$ cat src/rtl/cpu_controller.sv
`timescale 1ns/1ps
`default_nettype none
// ============================================================================
//  Module      : cpu_controller
//  Description : Instruction-sequencing state machine for the simple RISC
//                CPU. Owns the PC and the instruction register, fetches
//                each instruction from memory, and decodes it into
//                per-cycle Moore control for the Datapath.
//  Revision    : 1.0  initial release
// ----------------------------------------------------------------------------
//  Parameters
//    PC_W      PC width; the PC wraps modulo 2^PC_W (PC_W <= 9 expected)
//    RESET_PC  PC value loaded in reset and in the RST state
//  Optional feature
//    CPU_BRANCH_EN  when defined, opcode 001 op 00 is a conditional branch;
//                   when undefined, opcode 001 decodes to HALT
//  Ports
//    clk, reset          clock, synchronous active-high reset
//    read_data    [15:0] memory read data (valid while mem_cmd = READ)
//    datapath_out [15:0] Datapath C register (load/store address source)
//    status_in    [2:0]  Datapath status: [2]=V [1]=N [0]=Z
//    readnum, writenum   register-file selects
//    vsel, bsel, asel    Datapath operand/writeback muxes
//    loada..loads, write Datapath strobes
//    shift, ALUop        shifter / ALU function
//    sximm8, sximm5      sign-extended IR[7:0] / IR[4:0]
//    PC                  current program counter
//    mem_cmd, mem_addr   memory command (00 none, 01 read, 10 write), address
//    halted              high while in the HALT state
// ============================================================================
module cpu_controller #(
    parameter int PC_W     = 8,
    parameter int RESET_PC = 0
) (
    input  logic            clk,
    input  logic            reset,
    input  logic [15:0]     read_data,
    input  logic [15:0]     datapath_out,
    input  logic [2:0]      status_in,
    output logic [2:0]      readnum,
    output logic [2:0]      writenum,
    output logic [1:0]      vsel,
    output logic [1:0]      bsel,
    output logic            asel,
    output logic            loada,
    output logic            loadb,
    output logic            loadc,
    output logic            loads,
    output logic            write,
    output logic [1:0]      shift,
    output logic [1:0]      ALUop,
    output logic [15:0]     sximm8,
    output logic [15:0]     sximm5,
    output logic [PC_W-1:0] PC,
    output logic [1:0]      mem_cmd,
    output logic [8:0]      mem_addr,
    output logic            halted
);

    localparam logic [PC_W-1:0] c_RESET_PC = PC_W'(RESET_PC);

    localparam logic [1:0] c_MEM_NONE  = 2'b00;
    localparam logic [1:0] c_MEM_READ  = 2'b01;
    localparam logic [1:0] c_MEM_WRITE = 2'b10;

    localparam logic [1:0] c_VSEL_C      = 2'b00;
    localparam logic [1:0] c_VSEL_MDATA  = 2'b10;
    localparam logic [1:0] c_VSEL_SXIMM8 = 2'b11;

    localparam logic [1:0] c_BSEL_B      = 2'b00;
    localparam logic [1:0] c_BSEL_SXIMM5 = 2'b01;

    typedef enum logic [4:0] {
        ST_RST       = 5'd0,
        ST_IF1       = 5'd1,
        ST_IF2       = 5'd2,
        ST_UPDATE_PC = 5'd3,
        ST_DECODE    = 5'd4,
        ST_WIMM      = 5'd5,
        ST_GETA      = 5'd6,
        ST_GETB      = 5'd7,
        ST_EXEC      = 5'd8,
        ST_WREG      = 5'd9,
        ST_ADDR      = 5'd10,
        ST_LADDR     = 5'd11,
        ST_RD1       = 5'd12,
        ST_RD2       = 5'd13,
        ST_GETD      = 5'd14,
        ST_PASS      = 5'd15,
        ST_WR        = 5'd16,
        ST_BRANCH    = 5'd17,
        ST_HALT      = 5'd18
    } state_t;

    state_t          r_state;
    state_t          w_next_state;
    logic [15:0]     r_ir;
    logic [PC_W-1:0] r_pc;
    logic [8:0]      r_daddr;

    // ------------------------------------------------------------------
    // Instruction field extraction and class decode
    // ------------------------------------------------------------------
    logic [2:0] w_opcode;
    logic [1:0] w_op;
    logic [2:0] w_rn;
    logic [2:0] w_rd;
    logic [2:0] w_rm;
    logic [2:0] w_cond;

    assign w_opcode = r_ir[15:13];
    assign w_op     = r_ir[12:11];
    assign w_rn     = r_ir[10:8];
    assign w_rd     = r_ir[7:5];
    assign w_rm     = r_ir[2:0];
    assign w_cond   = r_ir[10:8];

    logic w_is_movi;
    logic w_is_movr;
    logic w_is_alu;     // ADD, CMP, AND: need both A and B operands
    logic w_is_cmp;
    logic w_is_mvn;
    logic w_is_ldr;
    logic w_is_str;
    logic w_is_br;

    assign w_is_movi = (w_opcode == 3'b110) && (w_op == 2'b10);
    assign w_is_movr = (w_opcode == 3'b110) && (w_op == 2'b00);
    assign w_is_alu  = (w_opcode == 3'b101) && (w_op != 2'b11);
    assign w_is_cmp  = (w_opcode == 3'b101) && (w_op == 2'b01);
    assign w_is_mvn  = (w_opcode == 3'b101) && (w_op == 2'b11);
    assign w_is_ldr  = (w_opcode == 3'b011) && (w_op == 2'b00);
    assign w_is_str  = (w_opcode == 3'b100) && (w_op == 2'b00);

`ifdef CPU_BRANCH_EN
    assign w_is_br   = (w_opcode == 3'b001) && (w_op == 2'b00);
`else
    assign w_is_br   = 1'b0;
`endif

    // Branch condition, evaluated on status_in during the BRANCH cycle.
    logic w_z, w_n, w_v;
    logic w_br_taken;

    assign w_z = status_in[0];
    assign w_n = status_in[1];
    assign w_v = status_in[2];

    always_comb begin
        w_br_taken = 1'b0;
        case (w_cond)
            3'b000:  w_br_taken = 1'b1;
            3'b001:  w_br_taken = w_z;
            3'b010:  w_br_taken = ~w_z;
            3'b011:  w_br_taken = w_n ^ w_v;
            3'b100:  w_br_taken = (w_n ^ w_v) | w_z;
            default: w_br_taken = 1'b0;
        endcase
    end

    assign sximm8 = {{8{r_ir[7]}}, r_ir[7:0]};
    assign sximm5 = {{11{r_ir[4]}}, r_ir[4:0]};
    assign PC     = r_pc;

    logic [8:0] w_fetch_addr;
    assign w_fetch_addr = 9'(r_pc);

    // Only the low 9 bits of the C register form a data address.
    logic w_unused_dp;
    assign w_unused_dp = ^datapath_out[15:9];

    // ------------------------------------------------------------------
    // State, IR, PC and data-address registers
    // ------------------------------------------------------------------
    always_ff @(posedge clk) begin
        if (reset) begin
            r_state <= ST_RST;
            r_ir    <= 16'h0000;
            r_pc    <= c_RESET_PC;
            r_daddr <= 9'd0;
        end else begin
            r_state <= w_next_state;
            case (r_state)
                ST_RST:       r_pc    <= c_RESET_PC;
                ST_IF2:       r_ir    <= read_data;
                ST_UPDATE_PC: r_pc    <= r_pc + PC_W'(1);
                ST_LADDR:     r_daddr <= datapath_out[8:0];
                // PC has already been incremented past the branch.
                ST_BRANCH: begin
                    if (w_br_taken) begin
                        r_pc <= r_pc + sximm8[PC_W-1:0];
                    end
                end
                default: ;
            endcase
        end
    end

    // ------------------------------------------------------------------
    // Next-state logic
    // ------------------------------------------------------------------
    always_comb begin
        w_next_state = r_state;
        case (r_state)
            ST_RST:       w_next_state = ST_IF1;
            ST_IF1:       w_next_state = ST_IF2;
            ST_IF2:       w_next_state = ST_UPDATE_PC;
            ST_UPDATE_PC: w_next_state = ST_DECODE;
            ST_DECODE: begin
                if (w_is_movi)                       w_next_state = ST_WIMM;
                else if (w_is_movr || w_is_mvn)      w_next_state = ST_GETB;
                else if (w_is_alu || w_is_ldr || w_is_str)
                                                     w_next_state = ST_GETA;
                else if (w_is_br)                    w_next_state = ST_BRANCH;
                else                                 w_next_state = ST_HALT;
            end
            ST_WIMM:      w_next_state = ST_IF1;
            ST_GETA:      w_next_state = (w_is_ldr || w_is_str) ? ST_ADDR : ST_GETB;
            ST_GETB:      w_next_state = ST_EXEC;
            ST_EXEC:      w_next_state = w_is_cmp ? ST_IF1 : ST_WREG;
            ST_WREG:      w_next_state = ST_IF1;
            ST_ADDR:      w_next_state = ST_LADDR;
            ST_LADDR:     w_next_state = w_is_ldr ? ST_RD1 : ST_GETD;
            ST_RD1:       w_next_state = ST_RD2;
            ST_RD2:       w_next_state = ST_IF1;
            ST_GETD:      w_next_state = ST_PASS;
            ST_PASS:      w_next_state = ST_WR;
            ST_WR:        w_next_state = ST_IF1;
            ST_BRANCH:    w_next_state = ST_IF1;
            ST_HALT:      w_next_state = ST_HALT;
            default:      w_next_state = ST_HALT;
        endcase
    end

    // ------------------------------------------------------------------
    // Moore output decode
    // ------------------------------------------------------------------
    always_comb begin
        readnum  = 3'd0;
        writenum = 3'd0;
        vsel     = c_VSEL_C;
        bsel     = c_BSEL_B;
        asel     = 1'b0;
        loada    = 1'b0;
        loadb    = 1'b0;
        loadc    = 1'b0;
        loads    = 1'b0;
        write    = 1'b0;
        shift    = r_ir[4:3];
        ALUop    = w_op;
        mem_cmd  = c_MEM_NONE;
        mem_addr = 9'd0;
        halted   = 1'b0;
        case (r_state)
            ST_RST: begin
                shift = 2'b00;
                ALUop = 2'b00;
            end
            ST_IF1, ST_IF2: begin
                mem_cmd  = c_MEM_READ;
                mem_addr = w_fetch_addr;
            end
            ST_WIMM: begin
                vsel     = c_VSEL_SXIMM8;
                writenum = w_rn;
                write    = 1'b1;
            end
            ST_GETA: begin
                readnum = w_rn;
                loada   = 1'b1;
            end
            ST_GETB: begin
                readnum = w_rm;
                loadb   = 1'b1;
            end
            ST_EXEC: begin
                // MOV/MVN never loaded A, so feed zero on the A side.
                asel  = w_is_movr | w_is_mvn;
                loads = w_is_cmp;
                loadc = ~w_is_cmp;
            end
            ST_WREG: begin
                vsel     = c_VSEL_C;
                writenum = w_rd;
                write    = 1'b1;
            end
            ST_ADDR: begin
                bsel  = c_BSEL_SXIMM5;
                ALUop = 2'b00;
                loadc = 1'b1;
            end
            ST_RD1: begin
                mem_cmd  = c_MEM_READ;
                mem_addr = r_daddr;
            end
            ST_RD2: begin
                mem_cmd  = c_MEM_READ;
                mem_addr = r_daddr;
                vsel     = c_VSEL_MDATA;
                writenum = w_rd;
                write    = 1'b1;
            end
            ST_GETD: begin
                readnum = w_rd;
                loadb   = 1'b1;
            end
            ST_PASS: begin
                // Store data passes through the ALU unshifted.
                asel  = 1'b1;
                shift = 2'b00;
                ALUop = 2'b00;
                loadc = 1'b1;
            end
            ST_WR: begin
                mem_cmd  = c_MEM_WRITE;
                mem_addr = r_daddr;
            end
            ST_HALT: begin
                halted = 1'b1;
            end
            default: ;
        endcase
        // An instruction interrupted by reset must not touch the register
        // file or memory on the cycle the reset is sampled.
        if (reset) begin
            write   = 1'b0;
            mem_cmd = c_MEM_NONE;
        end
    end

endmodule
`default_nettype wire

$ cat config.mk
export PLATFORM = sky130hd
export DESIGN_NAME = cpu_controller
export DESIGN_NICKNAME = d
export VERILOG_FILES = /design/src/rtl/cpu_controller.sv
export SDC_FILE = /design/constraint.sdc
export NUM_CORES = 1
export LEC_CHECK = 0
export ABC_AREA = 1
export CAP_MARGIN = 20
export CELL_PAD_IN_SITES_DETAIL_PLACEMENT = 0
export CELL_PAD_IN_SITES_GLOBAL_PLACEMENT = 2
export CORE_UTILIZATION = 22
export DETAILED_ROUTE_END_ITERATION = 16
export HOLD_SLACK_MARGIN = 0.06
export PLACE_DENSITY_LB_ADDON = 0.1
export SLEW_MARGIN = 15
export SYNTH_ARGS = -nofsm -noshare
export SYNTH_HDL_FRONTEND = slang
export SYNTH_SLANG_ARGS = --single-unit
export TNS_END_PERCENT = 30
$ cat constraint.sdc
create_clock -name clk -period 2.65 [get_ports clk]
set_clock_uncertainty 0.1 [all_clocks]
set_input_delay 0.53 -clock clk [delete_from_list [all_inputs] [get_ports clk]]
set_output_delay 0.53 -clock clk [all_outputs]
set_load 0.03 [all_outputs]
# After elaboration in Yosys (flattened, before gate mapping)

Cells that the tools add are included.

Flip-flop bits (word level): 38
Input bits: 37
Output and inout port bits: 72
Logic and storage cells: 95

Add/subtract/negate cells: 2
Equality and inequality tests: 31
Mux-type cells: 27
Bitwise operators: 5
Reduce and logical (&&, ||, !) cells: 26

Operators by type and width:

| cell                  | count |
|---|---|
| $pmux W5 S13          | 1 |
| $eq A5 B4 Y1 const B  | 8 |
| $pmux W8 S3           | 1 |
| $eq A5 B3 Y1 const B  | 4 |
| $pmux W9 S2           | 1 |
| $eq A5 B5 Y1 const B  | 3 |
| $mux W5               | 3 |
| $eq A3 B3 Y1 const B  | 4 |
| $eq A5 B2 Y1 const B  | 2 |
| $reduce_or A2 Y1      | 5 |
| $eq A3 B2 Y1 const B  | 3 |
| $pmux W3 S3           | 1 |
| $reduce_or A3 Y1      | 3 |
| $add A8 B1 Y8 const B | 1 |
| $add A8 B8 Y8         | 1 |
| $mux W2               | 4 |
| $mux W4               | 2 |
| $mux W8               | 1 |
| $pmux W2 S2           | 2 |
| $logic_and A1 B1 Y1   | 7 |
| $mux W1               | 7 |
| $pmux W3 S2           | 1 |
| $reduce_or A6 Y1      | 1 |
| $eq A5 B1 Y1 const B  | 1 |
| 16 further kinds      | 24 |

# Logic depth before layout (Yosys ltp)

Gate-level depths: netlist of run 1.

Depth after elaboration: 8
Gate-level depth with buffers: 14
Gate-level depth less buffers: 14

# Worst setup path before layout of run 1

No wires, ideal clock.

Path kind: register -> output
Start point: reg r_state[4]
End point: out writenum[2]
Arrival: 1915 ps
Required time: 2020 ps
Slack: 105 ps
Cell stages (with the launch flop): 6
Path buffers: 0
Path through: dfxtp_1 inv_2 nand3_1 nor2_1 inv_1 o21ai_0

Word-level cells in the longest chain between the ends: 3
Elaborated cells between the ends (all ways): 5
Those cells by class: eq/ne: 3; mux: 1; reduce/logical: 1

Ends and longest elaborated chain:

| item                       | RTL line | source |
|---|---|---|
| start, declared            | 95       | `state_t r_state;` |
| start signal, assigned     | 182      | `r_state <= w_next_state;` |
| $eq A5 B4 Y1               | 254      | `case (r_state)` |
| $reduce_or A2 Y1 (no line) | -        |  |
| $pmux W3 S2 *              | 254      |  |
| end, declared              | 41       | `output logic [2:0] writenum,` |

Mark *: on every way between the ends. The rest lies on a longest branch, timed or not.

# Worst setup path in the final report of run 1

Start point: reg r_state[3]
End point: out mem_addr[3]

Word-level cells in the longest chain between the ends: 3
Elaborated cells between the ends (all ways): 8
Those cells by class: eq/ne: 5; mux: 1; reduce/logical: 2

Ends and longest elaborated chain:

| item                                                           | RTL line | source |
|---|---|---|
| $eq A5 B5 Y1, or another cell as far along                     | 254      |  |
| $reduce_or A3 Y1 (no line) or $reduce_or A2 Y1 (tied branches) | -        |  |
| $pmux W9 S2 *                                                  | 254      |  |
| end, declared                                                  | 56       | `output logic [8:0] mem_addr,` |

Marked as above.

==> results.md, run 1 <==
- Fin crit period: 2.54 ns
- Violated checks: DRC
- CTS tree: yes
- Synthesized net count: 460
- Static leakage power: 0.00169 uW
- CP Data Arrival Time: 1.91 ns
- Grt met2 use: 24.5%
- Routed wire per std cell: 14.0 um
- Hold Crit Class: reg2reg
- Post-CTS Setup Bufs: 0
- Clock sinks: 38
- Synth Register Bits: 38
- Worst reg-to-reg setup slack: 0.23 ns
- Warning count from the yosys run: 0
- Worst Tran Pin Value: 0.500 ns
- FF-to-FF path depth: 11
- CP Launch Type: flop
- Met1 usage: 19.8%
- CP startpoint: r_state[3]
- Yosys cell types: 33
- Post-DP Area: 3740 sq um
- Commonest cells after routing, fill and taps aside: nand2_1, clkdlybuf4s50_1, nor2_1
- Critical Path End: mem_addr[3]
- RD Place Congestion: 0.753
- Layer with the highest usage: met2
- Critical R2R Capture: PC[2]
- Clk Latency, worst-skew pair: 0.29 ns
- Final setup fails: 0
- Clock transition at the registers of the reported paths: 0.06 ns
- Area growth, synth to finish: 45.4%
- Fin. Hold Viols: 0
- Buffers added on ports: 100
- H-tree depth: 2
- Crit. End Element: output pin
- Longest Clk Path Bufs: 2
- I/O Pins: 109
- F_max: 393 MHz
- Largest net degree at the start of global routing: 33
- Tot Pwr: 3520 uW
- Met3 GRT Util: 3.65%
- Initial antenna violation count: 0
- Max Slew Vio Count: 0
- GRT Util Overall: 14.9%
- CTS Buf Count: 5
- Die W: 112 um
- Rel. slew slack: 66.4%
- Status: finished with violations
- Crit path max fanout: 8
- Grt ovf: 0
- Vias in the first global route: 2,771
- Final Net Count: 546
- Die Area: 12,500 sq um
- CP Class: reg2out
- Initial Util: 22.9%
- Core Area: 11,600 sq um
- Hold Buf Count CTS: 0
- RSZ-0062 raised after global routing: yes
- Leading cell type in the layout, fill and taps excluded: nand2_1
- Residual DRC: 7
- Clock tree root driver cell: clkbuf_16
- Post-Route WL: 9.04 mm
- Global-route wire length before repair: 14.6 mm
- DRT antenna net count: 0
- Seq/Total Area, Yosys: 28.7%
- Avg Inst Size Synth: 6.38 sq um
- Mapped cell area: 2650 sq um
- Fill count: 1,320
- Finished Cell Area: 3850 sq um
- Detailed Route Iter0 Violations: 106
- Period utilization: 96.0%
- Die H: 112 um
- Max_cap viols: 0
- Critical path required time: 2.02 ns
- Vias per std cell: 4.33
- Pwr Density: 915 nW/um^2
- Maximum VDD drop: 0.246 mV
- Drt first pass iters: 10
- DPL Wire Length: 7.32 mm
- Share of post-route cells with drive strength above 1: 12.4%
- R2r startpoint: r_state[0]
- Final core utilization: 33.3%
- Inserted Diodes: 0
- Syn Inst Count: 415
- Std-Cell Rows: 39
- Via count: 2,789
==> critical path, stage by stage (launching register included) <==
cell and delay (ns):
dfxtp_1 0.46, inv_2 0.11, nor2_2 0.18, nand2_1 0.12
nand2_1 0.21, nand2_1 0.07, o21ai_0 0.07, clkdlybuf4s15_1 0.41
==> report_power, final <==
group	switching, uW	internal (uW)
clock	241	340
combinational	1310	768
sequential	158	709
total	1710	1820
==> worst min path at each step <==
stage	start	end	slack, ns	cells past startpoint
3_3_place_gp	r_daddr[8]	r_daddr[8]	0.39	2
4_1_cts	PC[7]	PC[7]	0.41	2
6_report	PC[7]	PC[7]	0.40	2
5_1_grt	r_daddr[4]	r_daddr[4]	0.44	2
3_5_place_dp	PC[7]	PC[7]	0.40	2
2_1_floorplan	r_daddr[8]	r_daddr[8]	0.37	2
==> final cells by class <==
class	instances	area, sq um	area share [%]
multi-input cells	285	1430	37.0
repair buffers	120	1160	30.1
flip-flops and latches	38	762	19.8
inverters	51	191	4.97
well taps	143	179	4.65
clock buffers	5	125	3.25
clock inverters	2	10.0	0.260
==> kinds of logic after synthesis <==
logic type / share of synthesized area, %
AO/OA/AOI/OAI: 17.5
XOR/XNOR: 0.661
adder cells (fa/ha/maj): 4.06
buffers and inverters: 17.9
flip-flops: 28.7
other: 0.142
AND/OR/NAND/NOR: 31.1
==> synthesized netlist by cell type <==
cell,instances,area (sq um)
a22oi_1,1,7.51
inv_1,47,176
nand2_1,79,297
nand3b_1,1,7.51
nor2_2,3,18.8
or2_2,2,12.5
nand2_4,3,33.8
a21boi_0,1,7.51
conb_1,1,3.75
xnor2_1,2,17.5
buf_2,2,10.0
nor3_1,2,10.0
o21ai_0,42,210
dfxtp_1,38,761
ha_1,7,87.6
o2111ai_1,1,8.76
buf_4,33,248
o22ai_1,2,12.5
nand3_4,1,17.5
a21oi_4,1,16.3
nor2_4,2,22.5
nand4_1,5,31.3
nand3_1,22,110
nor2_1,65,244
nand2_2,3,18.8
o21ai_1,2,10.0
inv_2,4,15.0
a21oi_1,31,155
clkbuf_1,5,18.8
clkbuf_2,1,5.00
o211ai_1,3,22.5
fa_1,1,20.0
a31oi_1,2,12.5
==> timing repair <==
| item | CTS | global route |
|---|---|---|
| gates resized for setup | 21 | 18 |
| pin swaps | 0 | 0 |
| endpoints found under the setup margin | 22 | 19 |
==> metrics by stage <==
step / setup slack [ns] / TNS, ns / hold WS [ns] / cells
after floorplan: 0.105 / 0 / 0.369 / 415
after global placement: 0.0929 / 0 / 0.389 / 637
after detailed placement: 0.107 / 0 / 0.395 / 637
after CTS: 0.0649 / 0 / 0.406 / 644
after global routing: -0.0605 / -0.0929 / 0.437 / 644
final: 0.107 / 0 / 0.402 / 644
==> state kept, by name (all words and copies together), names as in the netlist <==
signal / cells
PC: 8
r_daddr: 9
r_ir: 16
r_state: 5
==> metal layers <==
metal / part of all wire (%) / vias up
met5: 0 / -
met4: 0.80 / 0
met2: 46 / 63
met1: 48 / 1243
li1: - / 1476
met3: 5.2 / 7
No activity file was read; power rests on OpenSTA's default activity.
==> run 2, diff against run 1 <==
--- a/config.mk
+++ b/config.mk
@@ -9,7 +9,9 @@
 export CAP_MARGIN = 20
 export CELL_PAD_IN_SITES_DETAIL_PLACEMENT = 0
 export CELL_PAD_IN_SITES_GLOBAL_PLACEMENT = 2
+export CORE_MARGIN = 8
 export CORE_UTILIZATION = 22
+export CTS_CLUSTER_DIAMETER = 80
 export DETAILED_ROUTE_END_ITERATION = 16
 export HOLD_SLACK_MARGIN = 0.06
 export PLACE_DENSITY_LB_ADDON = 0.1
==> run 2 against run 1 <==
  * Hold slack better by 0.0045 ns
  * Critical path type unchanged
  * Worst setup slack better by 0.034 ns
  * Sequential power down 2%
  * Utilization down 0.71 points
  * The flow now finishes without violations
  * Global-route usage down 2.5 points
  * Combinational power about the same
  * Clock-buffer cell count up 2
==> results.md, run 2 (same netlist as run 1, synthesis figures left out) <==
- Status: finished clean
- Post-Route WL: 9.84 mm (+8.9%)
- RSZ-0062 raised after global routing: no
- Fin crit period: 2.51 ns (-0.0341 ns)
- Drt first pass iters: 4 (-6)
- Grt ovf: 0 (unchanged)
- Global-route wire length before repair: 15.8 mm (+8.4%)
- Max reg flops: 16 (unchanged)
- GRT Util Overall: 12.4% (-2.5 points)
- CTS Buf Count: 5 (unchanged)
- H-tree depth: 2 (unchanged)
- Residual DRC: 0 (-7)
- Largest net degree at the start of global routing: 33 (unchanged)
- Inserted Diodes: 0 (unchanged)
- F_max: 399 MHz (+1.4%)
- DRT antenna net count: 0 (unchanged)
- Clock sinks: 38 (unchanged)
- Share of post-route cells with drive strength above 1: 11.3% (-1.1 points)
- Top reg by flops: r_ir
- Crit. End Element: output pin
- CP Launch Type: flop
- Setup TNS: 0 ns (unchanged)
- Initial antenna violation count: 0 (unchanged)
- Buffers added on ports: 100 (unchanged)
- I/O Pins: 109 (unchanged)
- Final core utilization: 32.6% (-0.71 points)
- Max_cap viols: 0 (unchanged)
- Vias per std cell: 4.32 (-0.30%)
- Leading cell type in the layout, fill and taps excluded: nand2_1
- Period utilization: 94.7% (-1.3 points)
- Post-CTS Setup Bufs: 0 (unchanged)
- RD Place Congestion: 0.768 (+2.0%)
- Maximum VDD drop: 0.355 mV (+44%)
- DPL Wire Length: 7.91 mm (+7.9%)
- Area growth, synth to finish: 46.0%
- Pwr Density: 920 nW/um^2 (+0.62%)
- Die H: 126 um (+13%)
- Hold WS: 0.407 ns (+0.00445 ns)
- Final setup fails: 0 (unchanged)
- Fill count: 1,328 (+0.61%)
- Clock transition at the registers of the reported paths: 0.06 ns (about the same)
- Die Area: 15,800 sq um (+27%)
- Worst reg-to-reg setup slack: 0.22 ns (about the same)
- Max Slew Vio Count: 0 (unchanged)
- Initial Util: 22.3% (-0.57 points)
- Crit path max fanout: 5 (-3)
- Post-DP Area: 3710 sq um (-0.67%)
- CTS tree: yes
- CP Data Arrival Time: 1.88 ns (-0.03 ns)
- Hold Crit Class: reg2reg
- CP Class: reg2out
- Clock tree root driver cell: clkbuf_16
- Std-Cell Rows: 40 (+2.6%)
- Final Net Count: 539 (-1.3%)
- Core Area: 11,900 sq um (+2.6%)
- Static leakage power: 0.00172 uW (+2.0%)
- Clk Latency, worst-skew pair: 0.28 ns (about the same)
- Finished Cell Area: 3870 sq um (+0.39%)
- Critical path required time: 2.02 ns (about the same)
- Via count: 2,772 (-0.61%)
- Die W: 126 um (+13%)
- Routed wire per std cell: 15.3 um (+9.2%)
- Fin. Hold Viols: 0 (unchanged)
- Vias in the first global route: 2,979 (+7.5%)
- Commonest cells after routing, fill and taps aside: nand2_1, clkdlybuf4s50_1, nor2_1
- Detailed Route Iter0 Violations: 130 (+23%)
- Hold Buf Count CTS: 0 (unchanged)
- Longest Clk Path Bufs: 2 (unchanged)
## run 2: cell count changes in the layout (fill, tap and decap cells not counted), sizes merged
| cell | change |
|---|---|
| clkbuf | -2 |
| dlygate4sd2 | -3 |
| clkinv | -1 |
| dlymetal6s2s | +3 |
| buf | -1 |
| clkdlybuf4s15 | -1 |
| clkdlybuf4s50 | -1 |
## run 2: path summary, 6_finish.rpt
check                  start     endpoint  depth (start not counted)
setup reg to reg  r_state[0]        PC[2]                         11
setup / recovery  r_state[1]  writenum[0]                          6
hold reg to reg      r_ir[3]      r_ir[3]                          2
hold / removal       r_ir[3]      r_ir[3]                          2
## run 2: worst max-delay path, cell delays in order (launching register included)
cell and delay [ns]:
dfxtp_1 0.36, inv_1 0.14, nand2_1 0.16, nor2_1 0.23, nand2_1 0.12, o22ai_1 0.16
dlygate4sd2_1 0.43
## run 2: area by class of cell
| type | count | area, sq um | area share (%) |
|---|---|---|---|
| Clock buffer | 7 | 143 | 3.69 |
| Clock inverter | 1 | 5.00 | 0.129 |
| Inverter | 51 | 191 | 4.95 |
| Tap cell | 147 | 184 | 4.76 |
| Timing Repair Buffer | 113 | 1160 | 30.0 |
| Sequential cell | 38 | 762 | 19.7 |
| Multi-Input combinational cell | 285 | 1420 | 36.8 |
## run 2: routing by layer
metal  routed length, um  GRT usage (%)  vias up
li1                    -              -     1462
met1                4630           15.5     1238
met2                4490           20.5       65
met3                 653           3.97        7
met4                  76           2.58        0
met5                   0              0        -
## run 2: what timing repair did
action / CTS / global route
pin swaps: 0 / 0
endpoints found under the setup margin: 12 / 12
resized for setup: 12 / 8
## run 2: power breakdown
| group | internal (uW) | leakage [uW] | total, uW | switching [uW] |
|---|---|---|---|---|
| clock | 374 | 0.0000739 | 622 | 248 |
| combinational | 759 | 0.00134 | 2080 | 1320 |
| sequential | 709 | 0.000310 | 852 | 144 |
| total | 1840 | 0.00172 | 3560 | 1720 |
## run 2: per-stage QoR
| stage | power [uW] | std cells | worst slack, ns |
|---|---|---|---|
| 2_1_floorplan | 2320 | 415 | 0.105 |
| 3_3_place_gp | 2980 | 634 | 0.149 |
| 6_report | 3560 | 642 | 0.141 |
| 4_1_cts | 3600 | 642 | 0.0241 |
| 3_5_place_dp | 2970 | 634 | 0.131 |
| 5_1_grt | 3820 | 642 | 0.00349 |
==> run 3, diff against run 2 <==
--- a/config.mk
+++ b/config.mk
@@ -9,7 +9,6 @@
 export CAP_MARGIN = 20
 export CELL_PAD_IN_SITES_DETAIL_PLACEMENT = 0
 export CELL_PAD_IN_SITES_GLOBAL_PLACEMENT = 2
-export CORE_MARGIN = 8
 export CORE_UTILIZATION = 22
 export CTS_CLUSTER_DIAMETER = 80
 export DETAILED_ROUTE_END_ITERATION = 16
==> results of run 3 <==
Final layout, timing and power as in run 1 (identical DEF).
